### src/rtl/mod_counter_seq.sv
// Start/stop/hold sequencer around a programmable modulo counter that runs for a
// configured number of wrap periods, or continuously.
module mod_counter_seq #(
    parameter int unsigned NBITS        = 4,
    parameter int unsigned RBITS        = 4,
    parameter int unsigned DEFAULT_UPTO = 11
) (
    input  logic             clk,
    input  logic             clear_n,
    input  logic             start,
    input  logic             stop,
    input  logic             hold,
    input  logic [NBITS-1:0] cfg_upto,
    input  logic [RBITS-1:0] cfg_reps,
    input  logic             cfg_cont,
    output logic [NBITS-1:0] q,
    output logic [NBITS-1:0] qbar,
    output logic             wrap,
    output logic             done,
    output logic             busy,
    output logic [1:0]       state,
    output logic [RBITS-1:0] reps_left
);

    typedef enum logic [1:0] {
        ST_IDLE = 2'd0,
        ST_RUN  = 2'd1,
        ST_HOLD = 2'd2
    } state_t;

    localparam logic [NBITS-1:0] CNT_ONE  = NBITS'(1);
    localparam logic [RBITS-1:0] REPS_ONE = RBITS'(1);

    state_t           state_q, state_d;
    logic [NBITS-1:0] cnt_q, cnt_d;
    logic [NBITS-1:0] upto_q, upto_d;
    logic [RBITS-1:0] reps_q, reps_d;
    logic             cont_q, cont_d;
    logic             wrap_q, wrap_d;
    logic             done_q, done_d;
    logic             busy_q, busy_d;
    logic             at_last;

    // upto=0 yields an all-ones terminal value, giving the full 2^NBITS period.
    assign at_last = (cnt_q == (upto_q - CNT_ONE));

    always_comb begin
        state_d = state_q;
        cnt_d   = cnt_q;
        upto_d  = upto_q;
        reps_d  = reps_q;
        cont_d  = cont_q;
        wrap_d  = 1'b0;
        done_d  = 1'b0;
        busy_d  = busy_q;
        case (state_q)
            ST_RUN: begin
                if (stop) begin
                    state_d = ST_IDLE;
                    cnt_d   = '0;
                    reps_d  = '0;
                    busy_d  = 1'b0;
                end else if (hold) begin
                    state_d = ST_HOLD;
                end else if (at_last) begin
                    cnt_d  = '0;
                    wrap_d = 1'b1;
                    if (!cont_q) begin
                        reps_d = reps_q - REPS_ONE;
                        if (reps_q <= REPS_ONE) begin
                            done_d  = 1'b1;
                            state_d = ST_IDLE;
                            busy_d  = 1'b0;
                        end
                    end
                end else begin
                    cnt_d = cnt_q + CNT_ONE;
                end
            end
            ST_HOLD: begin
                if (stop) begin
                    state_d = ST_IDLE;
                    cnt_d   = '0;
                    reps_d  = '0;
                    busy_d  = 1'b0;
                end else if (!hold) begin
                    state_d = ST_RUN;
                end
            end
            default: begin
                // The unused encoding falls back to IDLE here.
                state_d = ST_IDLE;
                cnt_d   = '0;
                busy_d  = 1'b0;
                if (start && !stop) begin
                    state_d = ST_RUN;
                    busy_d  = 1'b1;
                    upto_d  = cfg_upto;
                    cont_d  = cfg_cont;
                    reps_d  = (cfg_reps == '0) ? REPS_ONE : cfg_reps;
                end
            end
        endcase
    end

    always_ff @(posedge clk or negedge clear_n) begin
        if (!clear_n) begin
            state_q <= ST_IDLE;
            cnt_q   <= '0;
            upto_q  <= NBITS'(DEFAULT_UPTO);
            reps_q  <= '0;
            cont_q  <= 1'b0;
            wrap_q  <= 1'b0;
            done_q  <= 1'b0;
            busy_q  <= 1'b0;
        end else begin
            state_q <= state_d;
            cnt_q   <= cnt_d;
            upto_q  <= upto_d;
            reps_q  <= reps_d;
            cont_q  <= cont_d;
            wrap_q  <= wrap_d;
            done_q  <= done_d;
            busy_q  <= busy_d;
        end
    end

    assign q         = cnt_q;
    assign qbar      = ~cnt_q;
    assign wrap      = wrap_q;
    assign done      = done_q;
    assign busy      = busy_q;
    assign state     = state_q;
    assign reps_left = reps_q;

endmodule

### config.mk
export PLATFORM = sky130hd
export DESIGN_NAME = mod_counter_seq
export DESIGN_NICKNAME = d
export VERILOG_FILES = /design/src/rtl/mod_counter_seq.sv
export SDC_FILE = /design/constraint.sdc
export NUM_CORES = 1
export LEC_CHECK = 0
export CAP_MARGIN = 0
export CORE_MARGIN = 4
export CORE_UTILIZATION = 45
export CTS_CLUSTER_DIAMETER = 200
export DETAILED_ROUTE_END_ITERATION = 10
export HOLD_SLACK_MARGIN = 0.03
export PLACE_DENSITY = 0.76
export SLEW_MARGIN = 20
export SYNTH_ARGS = -nofsm -noshare
export SYNTH_HDL_FRONTEND = slang
export SYNTH_SLANG_ARGS = --single-unit
### constraint.sdc
create_clock -name clk -period 2.65 [get_ports clk]
set_clock_uncertainty 0.1 [all_clocks]
set_input_delay 0.265 -clock clk [delete_from_list [all_inputs] [get_ports clk]]
set_output_delay 0.265 -clock clk [all_outputs]
set_load 0.1 [all_outputs]
==> flow_results.xml <==
<?xml version="1.0" encoding="UTF-8"?>
<metrics>
  <group name="floorplanning">
    <metric name="floorplan.initialDensity" unit="%">48.1</metric>
    <metric name="top_level_ports" unit="">31</metric>
    <metric name="die_area" unit="µm²">3260</metric>
    <metric name="chipWidth" unit="µm">57.1</metric>
    <metric name="row_count" unit="">17</metric>
    <metric name="die_h" unit="µm">57.1</metric>
    <metric name="placeableCoreArea" unit="µm²">2250</metric>
  </group>
  <group name="setup_path">
    <metric name="ff2ff_path_depth" unit="">7</metric>
    <metric name="path_delay_family" unit="">flip-flops</metric>
    <metric name="required" unit="ns">2.74</metric>
    <metric name="critical_path.n_buffers_inverters" unit="">1</metric>
    <metric name="worst_setup_path_end_kind" unit="">register</metric>
    <metric name="worstPathCellList" unit="">inv_1 &gt; ha_1 &gt; xor3_1 &gt; nor3_4 &gt; nand2_2 &gt; o31a_1 &gt; mux2_4</metric>
    <metric name="critPathKind" unit="">reg2reg</metric>
    <metric name="worst-path-max-fanout" unit="">8</metric>
    <metric name="start_kind" unit="">register</metric>
    <metric name="endpoint_of_the_worst_register_to_register_path" unit="">state[0]</metric>
    <metric name="slowest_stage" unit="">sky130_fd_sc_hd__dfstp_2</metric>
    <metric name="worstPathArrival" unit="ns">2.41</metric>
    <metric name="critPathMaxStageDelay" unit="ns">0.57</metric>
    <metric name="worst_r2r_startpoint" unit="">upto_q[0]</metric>
    <metric name="regToRegSetupSlack" unit="ns">0.33</metric>
  </group>
  <group name="routing">
    <metric name="routed_wire_length_per_instance" unit="µm">13.6</metric>
    <metric name="drt_iter0_markers" unit="">12</metric>
    <metric name="via_per_inst" unit="">5.29</metric>
    <metric name="route.vias.total" unit="">904</metric>
    <metric name="wl" unit="µm">2320</metric>
    <metric name="drtAntennaViolNets" unit="">0</metric>
    <metric name="post-route-drc-count" unit="">0</metric>
    <metric name="first_pass_iters" unit="">4</metric>
  </group>
  <group name="final_layout">
    <metric name="area_growth_syn_to_layout" unit="%">30.7</metric>
    <metric name="finish.net_count" unit="">164</metric>
    <metric name="post-route-cell-area" unit="µm²">1420</metric>
    <metric name="area.sequential" unit="µm²">454</metric>
    <metric name="non_filler_instance_count_after_layout" unit="">171</metric>
    <metric name="multi_input_area" unit="µm²">571</metric>
    <metric name="final.fill_count" unit="">196</metric>
    <metric name="final_layout_size_suffix_gt1_share" unit="%">24.5</metric>
    <metric name="mostFrequentLayoutCell" unit="">sky130_fd_sc_hd__buf_4</metric>
    <metric name="layout.cells.most_common_list" unit="">sky130_fd_sc_hd__buf_4, sky130_fd_sc_hd__inv_1, sky130_fd_sc_hd__dfrtp_1</metric>
    <metric name="n_antenna_cell" unit="">0</metric>
  </group>
  <group name="sta">
    <metric name="worst_pin_slew" unit="ns">0.794</metric>
    <metric name="timing.final.setup_violations" unit="">0</metric>
    <metric name="drv_slew" unit="">0</metric>
    <metric name="finalCritPeriodShare" unit="%">87.5</metric>
    <metric name="timing.max_slew.rel_slack" unit="%">46.9</metric>
    <metric name="maxClockFrequency" unit="MHz">431</metric>
    <metric name="totalNegativeSetupSlack" unit="ns">0</metric>
    <metric name="finalHoldViolCount" unit="">0</metric>
    <metric name="setup_repair_after_global_routing_missed_its_margin" unit="">no</metric>
    <metric name="period_needed" unit="ns">2.32</metric>
  </group>
  <group name="power">
    <metric name="leak_pwr" unit="nW">0.636</metric>
    <metric name="power-per-cell-area" unit="nW/µm²">623</metric>
    <metric name="peakVddDrop" unit="mV">0.539</metric>
  </group>
  <group name="global_routing">
    <metric name="track_usage" unit="%">15.3</metric>
    <metric name="first_global_vias" unit="">956</metric>
    <metric name="global_route_wire_length_before_repair" unit="µm">4060</metric>
    <metric name="grt.overflow.total" unit="">0</metric>
    <metric name="antenna_found_initial" unit="">0</metric>
    <metric name="largest_net_degree_at_the_start_of_global_routing" unit="">19</metric>
  </group>
  <group name="clock_tree">
    <metric name="cts_max_level" unit="">1</metric>
    <metric name="cts.sink_count" unit="">18</metric>
    <metric name="path_clk_slew" unit="ns">0.11</metric>
    <metric name="cts_tree" unit="">done</metric>
    <metric name="worst_skew_pair.late_latency" unit="ns">0.29</metric>
    <metric name="cts_setup_buffers" unit="">0</metric>
    <metric name="root_buffer" unit="">sky130_fd_sc_hd__clkbuf_4</metric>
    <metric name="ctsHoldBuffers" unit="">0</metric>
    <metric name="numCtsBuffers" unit="">3</metric>
    <metric name="postCtsResizedCells" unit="">0</metric>
    <metric name="cts-root-to-sink-buffers" unit="">2</metric>
  </group>
  <group name="synth">
    <metric name="instance_count_of_the_mapped_netlist" unit="">109</metric>
    <metric name="synthesis.area_per_instance" unit="µm²">9.95</metric>
    <metric name="synth_nets" unit="">129</metric>
    <metric name="synth_sequential_area_ratio" unit="%">41.9</metric>
    <metric name="post_synth_num_cell_types" unit="">35</metric>
    <metric name="netlist_area_before_placement" unit="µm²">1080</metric>
    <metric name="seq_cells_post_synth" unit="">18</metric>
    <metric name="yosysWarningCount" unit="">0</metric>
  </group>
  <group name="placed_design">
    <metric name="io_buffer_count" unit="">30</metric>
    <metric name="dp_cells" unit="">167</metric>
    <metric name="hpwl" unit="µm">1870</metric>
    <metric name="dpl_cell_area" unit="µm²">1380</metric>
    <metric name="routabilityCongestion" unit="">0.789</metric>
  </group>
  <group name="flow_run">
    <metric name="max-cap-violations" unit="">0</metric>
  </group>
  <group name="hold_path">
    <metric name="hold_path_class" unit="">in2async</metric>
  </group>
  <group name="outcome">
    <metric name="run_status" unit="">complete, no violations</metric>
  </group>
</metrics>
[worst register-to-register path, stage by stage, from the launching register on]
cell and delay (ns):
sky130_fd_sc_hd__dfstp_2 0.57, sky130_fd_sc_hd__inv_1 0.05, sky130_fd_sc_hd__ha_1 0.20, sky130_fd_sc_hd__xor3_1 0.40, sky130_fd_sc_hd__nor3_4 0.17, sky130_fd_sc_hd__nand2_2 0.14
sky130_fd_sc_hd__o31a_1 0.30, sky130_fd_sc_hd__mux2_4 0.30
[power by group]
part	switching, W	internal, W	leakage (nW)
registers	0.0000305	0.000314	0.229
logic	0.000249	0.000123	0.386
clock network	0.0000829	0.0000836	0.0210
[worst max path at each step]
stage,to,start,depth (start not counted)
after global routing,state[0],upto_q[0],7
after global placement,state[0],upto_q[0],7
after detailed placement,state[0],upto_q[0],7
after CTS,state[0],upto_q[0],7
final,state[0],upto_q[0],7
after floorplan,state[0],q[2],5
[state kept, by name, indices dropped and copies added, names as in the netlist]
name	flops
cont_q	1
q	4
wrap	1
reps_left	4
done	1
upto_q	4
busy	1
state	2
[logic make-up (layout without fill, tap and decap cells)]
family | count (synthesis) | after routing | share of synthesized area (%)
multiplexers | 9 | 9 | 9.34
AO/OA/AOI/OAI | 24 | 24 | 15.3
buffers and inverters | 16 | 50 | 5.54
adder cells (fa/ha/maj) | 6 | 6 | 6.92
flip-flops | 18 | 18 | 41.9
XOR/XNOR | 5 | 5 | 5.42
AND/OR/NAND/NOR | 31 | 31 | 15.6
[cells in the mapped netlist]
cell                        count  area (µm²)
sky130_fd_sc_hd__xor2_1         1        8.76
sky130_fd_sc_hd__a32o_1         2        20.0
sky130_fd_sc_hd__nor3_4         1        16.3
sky130_fd_sc_hd__nand3b_1       2        15.0
sky130_fd_sc_hd__xnor2_1        3        26.3
sky130_fd_sc_hd__a211oi_1       1        7.51
sky130_fd_sc_hd__nand2_1        6        22.5
sky130_fd_sc_hd__nand3_1        4        20.0
sky130_fd_sc_hd__nor3_1         4        20.0
sky130_fd_sc_hd__and2_1         1        6.26
sky130_fd_sc_hd__nor2_1         5        18.8
sky130_fd_sc_hd__o211ai_1       2        15.0
sky130_fd_sc_hd__clkbuf_1       1        3.75
sky130_fd_sc_hd__mux2i_1        3        30.0
sky130_fd_sc_hd__o31a_1         1        8.76
sky130_fd_sc_hd__a31o_2         1        8.76
sky130_fd_sc_hd__dfstp_2        3        78.8
sky130_fd_sc_hd__a31oi_1        2        12.5
sky130_fd_sc_hd__nor2b_1        2        12.5
sky130_fd_sc_hd__nor4_1         2        12.5
sky130_fd_sc_hd__xor3_1         1        23.8
sky130_fd_sc_hd__nand2b_1       3        18.8
sky130_fd_sc_hd__o2111ai_1      1        8.76
sky130_fd_sc_hd__a32o_2         1        11.3
sky130_fd_sc_hd__nand2_2        1        6.26
sky130_fd_sc_hd__mux2_2         5        56.3
sky130_fd_sc_hd__o21ai_1        5        25.0
sky130_fd_sc_hd__a22o_1         2        17.5
sky130_fd_sc_hd__inv_1         15        56.3
sky130_fd_sc_hd__o22ai_1        1        6.26
sky130_fd_sc_hd__ha_1           6        75.1
sky130_fd_sc_hd__dfrtp_1       15         375
sky130_fd_sc_hd__o21ai_0        3        15.0
sky130_fd_sc_hd__mux2_4         1        15.0
sky130_fd_sc_hd__a21oi_1        2        10.0
[metal layers]
metal | track usage (%) | vias to the layer above | share of wire, %
met2 | 27.7 | 23 | 50
met3 | 3.85 | 2 | 6.1
met4 | 2.98 | 0 | 0.39
met5 | 0 | - | 0
met1 | 18.3 | 427 | 43
li1 | - | 452 | -
[stage by stage]
| stage | power (W) | util, % | hold slack, ns | setup WS (ns) |
|---|---|---|---|---|
| after floorplan | 0.000628 | - | -0.131 | 0.134 |
| after global placement | 0.000715 | 61.3 | 0.400 | 0.393 |
| after detailed placement | 0.000723 | 61.3 | 0.406 | 0.323 |
| after CTS | 0.000893 | 62.9 | 0.347 | 0.317 |
| after global routing | 0.000934 | 62.9 | 0.409 | 0.251 |
| final | 0.000883 | 62.9 | 0.325 | 0.331 |
[area by class of cell]
cell class | count | area share, %
Sequential cell | 18 | 32.0
Inverter | 15 | 3.97
Timing Repair Buffer | 31 | 18.7
Multi-Input combinational cell | 75 | 40.2
Tap cell | 28 | 2.47
Clock buffer | 4 | 2.56
(Power assumes the default switching activity.)
